## src/rtl/hazard_pkg.sv

```systemverilog
// Shared types and encodings for the pipeline hazard controller.
package hazard_pkg;

  typedef enum logic [1:0] {
    IDLE    = 2'b00,
    WAIT    = 2'b01,
    TIMEOUT = 2'b10
  } mem_fsm_t;

  typedef enum logic [1:0] {
    FWD_RF = 2'b00,
    FWD_W  = 2'b01,
    FWD_M  = 2'b10
  } fwd_sel_t;

  localparam logic [1:0] RES_SRC_LOAD = 2'b01;

endpackage

```

## src/rtl/sat_counter.sv

```systemverilog
// Up-counter that sticks at all-ones instead of wrapping.
module sat_counter #(
  parameter int unsigned WIDTH = 32
) (
  input  logic             clk_i,
  input  logic             rst_i,
  input  logic             inc_i,
  output logic [WIDTH-1:0] count_o
);

  always_ff @(posedge clk_i) begin
    if (rst_i) begin
      count_o <= '0;
    end else if (inc_i && (count_o != '1)) begin
      count_o <= count_o + WIDTH'(1);
    end
  end

endmodule

```

## src/rtl/hazard_ctrl.sv

```systemverilog
// Stall/flush/forwarding control for the 5-stage RV32I pipeline, with a
// memory-wait FSM, timeout watchdog and saturating performance counters.
module hazard_ctrl
  import hazard_pkg::*;
#(
  parameter int unsigned REGISTER_ADDRESS_WIDTH = 5,
  parameter int unsigned MAX_WAIT               = 15,
  parameter int unsigned CNT_WIDTH              = 32
) (
  input  logic                              clk_i,
  input  logic                              rst_i,
  input  logic [REGISTER_ADDRESS_WIDTH-1:0] Rs1D_i,
  input  logic [REGISTER_ADDRESS_WIDTH-1:0] Rs2D_i,
  input  logic [REGISTER_ADDRESS_WIDTH-1:0] Rs1E_i,
  input  logic [REGISTER_ADDRESS_WIDTH-1:0] Rs2E_i,
  input  logic [REGISTER_ADDRESS_WIDTH-1:0] RdE_i,
  input  logic [1:0]                        ResultSrcE_i,
  input  logic                              PCSrcE_i,
  input  logic [REGISTER_ADDRESS_WIDTH-1:0] RdM_i,
  input  logic                              RegWriteM_i,
  input  logic                              MemReqM_i,
  input  logic                              MemReadyM_i,
  input  logic [REGISTER_ADDRESS_WIDTH-1:0] RdW_i,
  input  logic                              RegWriteW_i,
  output logic [1:0]                        ForwardAE_o,
  output logic [1:0]                        ForwardBE_o,
  output logic                              StallF_o,
  output logic                              StallD_o,
  output logic                              StallE_o,
  output logic                              StallM_o,
  output logic                              FlushD_o,
  output logic                              FlushE_o,
  output logic                              FlushW_o,
  output logic                              MemTimeout_o,
  output logic [CNT_WIDTH-1:0]              StallCycles_o,
  output logic [CNT_WIDTH-1:0]              FlushCount_o
);

  localparam int unsigned WCW = (MAX_WAIT < 2) ? 1 : $clog2(MAX_WAIT + 1);

  mem_fsm_t       state, state_n;
  logic [WCW-1:0] wait_cnt, wait_cnt_n;
  fwd_sel_t       fwd_a, fwd_b;
  logic           lw_stall;
  logic           mem_stall;
  logic           flush_inc;

  // Forwarding: Memory-stage result wins over Writeback; x0 is never forwarded.
  always_comb begin
    fwd_a = FWD_RF;
    fwd_b = FWD_RF;
    if (!rst_i) begin
      if (RegWriteM_i && (RdM_i != '0) && (RdM_i == Rs1E_i)) begin
        fwd_a = FWD_M;
      end else if (RegWriteW_i && (RdW_i != '0) && (RdW_i == Rs1E_i)) begin
        fwd_a = FWD_W;
      end
      if (RegWriteM_i && (RdM_i != '0) && (RdM_i == Rs2E_i)) begin
        fwd_b = FWD_M;
      end else if (RegWriteW_i && (RdW_i != '0) && (RdW_i == Rs2E_i)) begin
        fwd_b = FWD_W;
      end
    end
  end

  assign ForwardAE_o = fwd_a;
  assign ForwardBE_o = fwd_b;

  assign lw_stall = (ResultSrcE_i == RES_SRC_LOAD) && (RdE_i != '0) &&
                    ((RdE_i == Rs1D_i) || (RdE_i == Rs2D_i));

  always_comb begin
    mem_stall = 1'b0;
    case (state)
      IDLE:    mem_stall = MemReqM_i && !MemReadyM_i;
      WAIT:    mem_stall = !MemReadyM_i;
      TIMEOUT: mem_stall = 1'b1;
      default: mem_stall = 1'b0;
    endcase
  end

  always_comb begin
    state_n    = state;
    wait_cnt_n = wait_cnt;
    case (state)
      IDLE: begin
        if (MemReqM_i && !MemReadyM_i) begin
          state_n    = WAIT;
          wait_cnt_n = WCW'(1);
        end
      end
      WAIT: begin
        if (MemReadyM_i) begin
          state_n = IDLE;
        end else if (wait_cnt == WCW'(MAX_WAIT)) begin
          state_n = TIMEOUT;
        end else begin
          wait_cnt_n = wait_cnt + WCW'(1);
        end
      end
      TIMEOUT: state_n = TIMEOUT;
      default: state_n = IDLE;
    endcase
  end

  always_ff @(posedge clk_i) begin
    if (rst_i) begin
      state    <= IDLE;
      wait_cnt <= '0;
    end else begin
      state    <= state_n;
      wait_cnt <= wait_cnt_n;
    end
  end

  assign MemTimeout_o = (state == TIMEOUT);

  // A memory stall holds Execute, so a pending branch or load-use re-presents after release.
  always_comb begin
    StallF_o = 1'b0;
    StallD_o = 1'b0;
    StallE_o = 1'b0;
    StallM_o = 1'b0;
    FlushD_o = 1'b0;
    FlushE_o = 1'b0;
    FlushW_o = 1'b0;
    if (rst_i) begin
      FlushD_o = 1'b1;
      FlushE_o = 1'b1;
      FlushW_o = 1'b1;
    end else if (mem_stall) begin
      StallF_o = 1'b1;
      StallD_o = 1'b1;
      StallE_o = 1'b1;
      StallM_o = 1'b1;
      FlushW_o = 1'b1;
    end else if (PCSrcE_i) begin
      FlushD_o = 1'b1;
      FlushE_o = 1'b1;
    end else if (lw_stall) begin
      StallF_o = 1'b1;
      StallD_o = 1'b1;
      FlushE_o = 1'b1;
    end
  end

  assign flush_inc = !rst_i && !mem_stall && PCSrcE_i;

  sat_counter #(.WIDTH(CNT_WIDTH)) u_stall_cnt (
    .clk_i   (clk_i),
    .rst_i   (rst_i),
    .inc_i   (StallF_o),
    .count_o (StallCycles_o)
  );

  sat_counter #(.WIDTH(CNT_WIDTH)) u_flush_cnt (
    .clk_i   (clk_i),
    .rst_i   (rst_i),
    .inc_i   (flush_inc),
    .count_o (FlushCount_o)
  );

endmodule

```

## config.mk

```make
export PLATFORM = sky130hd
export DESIGN_NAME = hazard_ctrl
export DESIGN_NICKNAME = d
export VERILOG_FILES = /design/src/rtl/hazard_pkg.sv /design/src/rtl/sat_counter.sv /design/src/rtl/hazard_ctrl.sv
export SDC_FILE = /design/constraint.sdc
export NUM_CORES = 1
export LEC_CHECK = 0
export BUFFER_PORTS_ARGS = -buffer_cell sky130_fd_sc_hd__buf_2
export CORE_UTILIZATION = 45
export CTS_BUF_LIST = sky130_fd_sc_hd__clkbuf_4
export CTS_CLUSTER_DIAMETER = 60
export DETAILED_ROUTE_END_ITERATION = 6
export PLACE_DENSITY_LB_ADDON = 0.3
export SYNTH_ARGS = -nofsm -noshare
export SYNTH_HDL_FRONTEND = slang
export SYNTH_HIERARCHICAL = 1
export SYNTH_SLANG_ARGS = --single-unit
```

## constraint.sdc

```tcl
create_clock -name clk_i -period 9.8 [get_ports clk_i]
set_input_delay 1.47 -clock clk_i [delete_from_list [all_inputs] [get_ports clk_i]]
set_output_delay 1.47 -clock clk_i [all_outputs]
set_load 0.02 [all_outputs]
```

After elaboration in Yosys (flattened, before gate mapping)
Index checks and enable logic that the tools add are counted. W data, S select, Z words.

$add $sub $neg: 3. Equal/unequal tests: 16. Multiplexer cells: 28. Reductions and logical operators: 24.

Operator list (count): $add A32 B1 Y32 const B (2); $ne A32 B32 Y1 const B (2); $eq A5 B5 Y1 (6); $mux W1 (15); $reduce_bool A5 Y1 (3); $mux W2 (7); $logic_and A1 B1 Y1 (13); $mux W4 (3); $pmux W4 S2 (1); $ne A2 B2 Y1 const B (3); $pmux W2 S3 (1); $add A4 B1 Y4 const B (1); $eq A2 B1 Y1 const B (2); $eq A4 B4 Y1 const B (1); $reduce_and A4 Y1 (1); $logic_not A1 Y1 (3); $ne A3 B3 Y1 const B (1); $pmux W1 S3 (1); $eq A2 B2 Y1 const B (1); $logic_not A2 Y1 (1); $reduce_and A2 Y1 (1); $reduce_bool A2 Y1 (1); $logic_or A1 B1 Y1 (1).

Output and inout bits: 76. Flip-flop bits (word level): 70.

Logic depth before layout (Yosys ltp)
Depth after elaboration: 8. Depth in mapped cells: 10.

Modules after synthesis
The synthesis kept the hierarchy.

Modules (own cells, without submodules): sat_counter (instances 2, cells an instance 199, area each 1674.1 µm²); hazard_ctrl (instances 1, cells an instance 97, area each 759.5 µm²).

Least setup slack after synthesis
Ideal clock, no wire load.

Kind: in2out. Start: input port MemReadyM_i. End: output port StallF_o. Path slack: 5024 ps. Arrival time: 3306 ps. Buffers on the path: 1. Stages: 6. Data required time: 8330 ps. Cell sequence: nor2_1 -> a21oi_1 -> a21oi_1 -> inv_1 -> o32ai_1 -> buf_4.

Longest elaborated chain between the ends: 5.

RTL lines: start: declaration (line hazard_ctrl.sv:22) `input logic MemReadyM_i,`; $logic_not A1 Y1 (*) (line hazard_ctrl.sv:75, hazard_ctrl.sv:76); $logic_and A1 B1 Y1 (line hazard_ctrl.sv:75) `IDLE: mem_stall = MemReqM_i && !MemReadyM_i;`; $pmux W1 S3 (*) (line hazard_ctrl.sv:74) `case (state)`; $mux W1 (*) (2 in series); end: declaration (line hazard_ctrl.sv:27) `output logic StallF_o,`.

Every way passes the cells marked *; elsewhere a longest branch is shown, timed or not.

Final worst setup path
Start: input port RdE_i[2]. End: output port StallD_o.

Longest elaborated chain between the ends: 7.

RTL lines: start: declaration (line hazard_ctrl.sv:16) `input logic [REGISTER_ADDRESS_WIDTH-1:0] RdE_i,`; $eq A5 B5 Y1 or $reduce_bool A5 Y1 (tied branches) (line hazard_ctrl.sv:70, hazard_ctrl.sv:69); $logic_or A1 B1 Y1 or $logic_and A1 B1 Y1 (tied branches) (line hazard_ctrl.sv:70, hazard_ctrl.sv:69); $logic_and A1 B1 Y1 (*) (line hazard_ctrl.sv:69) `assign lw_stall = (ResultSrcE_i == RES_SRC_LOAD) && (RdE_i != '0) &&`; $mux W1 (*) (line hazard_ctrl.sv:140) `end else if (lw_stall) begin`; $mux W1 (*) (line hazard_ctrl.sv:137) `end else if (PCSrcE_i) begin`; $mux W1 (*) (line hazard_ctrl.sv:131) `end else if (mem_stall) begin`; $mux W1 (*) (line hazard_ctrl.sv:127) `if (rst_i) begin`; end: declaration (line hazard_ctrl.sv:28) `output logic StallD_o,`.

Marks and branches as above.

==> flow_metrics.tcl <==
set metrics [dict create \
    worstSetupStartpointType "primary input" \
    critical-path-slowest-cell "sky130_fd_sc_hd__o32ai_1" \
    sequential_cell_area_sq_um 1401 \
    ctsHoldBuffers 0 \
    vdd_drop_max_uv 53.97 \
    detail_route.vias_per_cell 5.954 \
    initial_core_utilization 0.4687 \
    number_of_antenna_violations_at_the_first_check_in_global_routing 0 \
    holdCritPathClass "reg -> reg" \
    finalHoldViolCount 0 \
    post-dp-hpwl_microns 7977 \
    cp_cell_sequence "buf_2 > xor2_1 > nor3_1 > a22oi_1 > o32ai_1 > buf_2" \
    yosysSeqAreaShare 0.3412 \
    final_util 0.5561 \
    vert_die_dim_microns 97.54 \
    n_fill_cell 845 \
    tritoncts "yes" \
    area_of_the_multi_input_gates_sq_um 2587 \
    fin_crit_sh 0.4908 \
    cts_root_buffer "sky130_fd_sc_hd__clkbuf_4" \
    timing_worst_setup_path_type "in -> out" \
    nNetsFinal 650 \
    setup_viol 0 \
    design.core.area_sq_um 8763 \
    pwr_density_cell_nw_per_um2 101.9 \
    yosysTopAreaCell "sky130_fd_sc_hd__dfxtp_1" \
    final_layout_size_suffix_gt1_frac 0.2632 \
    fin_total_pwr_w 0.0004964 \
    p_leak_nw 1.803 \
    synth_edf_count 0 \
    area_of_the_die_sq_um 9514 \
    final_sum_of_negative_setup_slack_ns 0 \
    drt-initial-drc-count 159 \
    drv_slew 0 \
    cts_buffers 9 \
    area_growth_syn_to_layout_pct 18.64 \
    portBuffers 119 \
    clk_pin_slew_ns 0.11 \
    run_status "complete, no violations" \
    maximum_clock_rate_mhz 207.9 \
    first_global_vias 4054 \
    antenna_left 0 \
    ys_warn_count 6 \
    syn-instance-count 495 \
    async_flop_share 0 \
    maximum_number_of_pins_on_one_net_before_global_route_repair 57 \
    most_frequent_cells_in_the_layout "sky130_fd_sc_hd__buf_2, sky130_fd_sc_hd__dfxtp_1, sky130_fd_sc_hd__a21oi_1, sky130_fd_sc_hd__nor2_1, sky130_fd_sc_hd__nand3_1" \
    maxSlewHeadroom 0.2513 \
    grt_setup_unrepaired "false" \
    critPathMaxStageDelay_ns 0.95 \
    global_route.overflow_total 0 \
    crit_top_cell "sky130_fd_sc_hd__buf_2" \
    yosysTopAreaCellShare 0.3412 \
    fin_ws_ns 4.990 \
    finalCriticalPeriod_ns 4.810 \
    gpl.final_weighted_congestion 0.8506 \
    yosys_most_used_dff "sky130_fd_sc_hd__dfxtp_1" \
    drc_errors 0 \
    max_slew.worst_pin.slew_ns 1.120 \
    synthTopCellsByArea "sky130_fd_sc_hd__dfxtp_1, sky130_fd_sc_hd__a21oi_1, sky130_fd_sc_hd__or4_1, sky130_fd_sc_hd__xor2_1, sky130_fd_sc_hd__xnor2_1" \
    ys_ff_latch 70 \
    wl_per_cell_microns 14.98 \
    ys_types 48 \
    worstPathMaxFanout 6 \
    cap_viol_max_count 0 \
    design.portCount 120 \
    route.final.wire_length_microns 10730 \
    arrival_worst_endpoint_ns 3.34 \
    mappedNetlistArea_sq_um 4108 \
    clk_path_buf_depth 2 \
    cts_sinks 70 \
    crit_required_ns 8.33 \
    crit_path_end_kind "output port" \
    num_vias 4263 \
    path_buf_inv 2 \
    holdWs_ns 0.5015 \
    postCtsResizedCells 0 \
    avgSynthCellArea_sq_um 8.298 \
    syn_nets 542 \
    detailedPlace.worstSlack_ns 4.749 \
    clk-insertion-delay-late_ns 0.40 \
    n_antenna_cell 0 \
    fp.dieW_microns 97.54 \
    layout_commonest_cell "sky130_fd_sc_hd__buf_2" \
    globalRouteTotalUtil 0.2281 \
    firstDrtPassIters 4 \
    crit_path_max_delay_family "compound AO/OA/AOI/OAI gates" \
    count_of_standard_cell_rows 34 \
    h-tree-depth 3 \
    grt_pass1_wl_microns 18260 \
    finalClockSkew_ns 0.02342 \
    postCtsSetupRepairBufs 0 \
    worst-r2r-setup-slack_ns 5.80 \
]
[synth_stat cells, types with 2 or more instances]
library cell                 n
sky130_fd_sc_hd__dfxtp_1    70
sky130_fd_sc_hd__a21oi_1    47
sky130_fd_sc_hd__nor2_1     36
sky130_fd_sc_hd__nand3_1    31
sky130_fd_sc_hd__or4_1      29
sky130_fd_sc_hd__o31ai_1    25
sky130_fd_sc_hd__xor2_1     24
sky130_fd_sc_hd__nand2_1    22
sky130_fd_sc_hd__xnor2_1    22
sky130_fd_sc_hd__nand4_1    20
sky130_fd_sc_hd__or3_1      20
sky130_fd_sc_hd__clkbuf_1   17
sky130_fd_sc_hd__o21ai_0    17
sky130_fd_sc_hd__nor3_1     12
sky130_fd_sc_hd__nor4_1     10
sky130_fd_sc_hd__and4_1      8
sky130_fd_sc_hd__and3_1      7
sky130_fd_sc_hd__nor2b_1     7
sky130_fd_sc_hd__buf_2       6
sky130_fd_sc_hd__inv_1       6
sky130_fd_sc_hd__nor3b_1     5
sky130_fd_sc_hd__a2111oi_0   4
sky130_fd_sc_hd__nor4_2      4
sky130_fd_sc_hd__a211oi_1    3
sky130_fd_sc_hd__ha_1        3
sky130_fd_sc_hd__nand2b_1    3
sky130_fd_sc_hd__or2_2       3
sky130_fd_sc_hd__a21o_1      2
sky130_fd_sc_hd__a31o_2      2
sky130_fd_sc_hd__a31oi_1     2
sky130_fd_sc_hd__and2_1      2
sky130_fd_sc_hd__and3_4      2
sky130_fd_sc_hd__buf_4       2
sky130_fd_sc_hd__mux2_1      2
sky130_fd_sc_hd__mux2_2      2
sky130_fd_sc_hd__mux2i_1     2
sky130_fd_sc_hd__nand3_2     2
sky130_fd_sc_hd__o41ai_4     2
sky130_fd_sc_hd__or3_4       2
sky130_fd_sc_hd__or3b_1      2
[metrics by stage]
step	std cells	instance area, sq um
2_1_floorplan	495	4108
3_3_place_gp	700	4765
3_5_place_dp	700	4765
4_1_cts	716	4873
5_1_grt	716	4873
6_report	716	4873
[worst reg2reg max path, stage by stage (launching register included)]
cell	delay (ns)
sky130_fd_sc_hd__dfxtp_1	0.40
sky130_fd_sc_hd__nor2b_1	0.24
sky130_fd_sc_hd__a21oi_1	0.12
sky130_fd_sc_hd__a21oi_1	0.19
sky130_fd_sc_hd__inv_1	0.07
sky130_fd_sc_hd__o32ai_1	0.95
sky130_fd_sc_hd__nand4_1	0.52
sky130_fd_sc_hd__nor4_2	0.59
sky130_fd_sc_hd__nand4_1	0.15
sky130_fd_sc_hd__nor4_1	0.29
sky130_fd_sc_hd__mux2_2	0.37
[cell families (layout without fill, tap and decap cells)]
family          count (synthesis)  count (layout)  synth area share
compound gates                108             108            0.1694
flops                          70              70            0.3412
simple gates                  231             231            0.3345
mux                             6               6           0.01584
buf+inv                        31             144           0.03198
xor+xnor                       46              46           0.09808
fa+ha+maj                       3               3          0.009139
[path summary, 6_finish.rpt]
check | startpoint | to | cells past startpoint
max | RdE_i[2] | StallD_o | 6
min | u_stall_cnt/count_o[15]$_SDFFE_PP0P_ | u_stall_cnt/count_o[15]$_SDFFE_PP0P_ | 2
max reg2reg | state[1]$_SDFFE_PP0P_ | u_stall_cnt/count_o[31]$_SDFFE_PP0P_ | 10
min reg2reg | u_stall_cnt/count_o[15]$_SDFFE_PP0P_ | u_stall_cnt/count_o[15]$_SDFFE_PP0P_ | 2
[metal layers]
layer	part of all wire	track usage
met1	0.46	0.2890
met2	0.48	0.3787
met3	0.049	0.03885
met5	0	0
met4	0.019	0.1018
[power breakdown]
group	switching (W)	internal, W	leakage (nW)
clock	0.000100	0.0000560	0.0641
combinational	0.0000305	0.0000211	1.17
sequential	0.00000228	0.000286	0.564
[layout make-up]
type | instances | area share
Multi-Input combinational cell | 394 | 0.5309
Clock inverter | 5 | 0.005392
Sequential cell | 70 | 0.2875
Clock buffer | 11 | 0.01694
Tap cell | 108 | 0.02773
Inverter | 6 | 0.004621
Timing Repair Buffer | 122 | 0.1268
[registers in the layout, indices dropped and copies added, names as in the netlist]
name                 flops
u_stall_cnt/count_o     32
u_flush_cnt/count_o     32
wait_cnt                 4
state                    2
No activity file was read; power rests on OpenSTA's default activity.
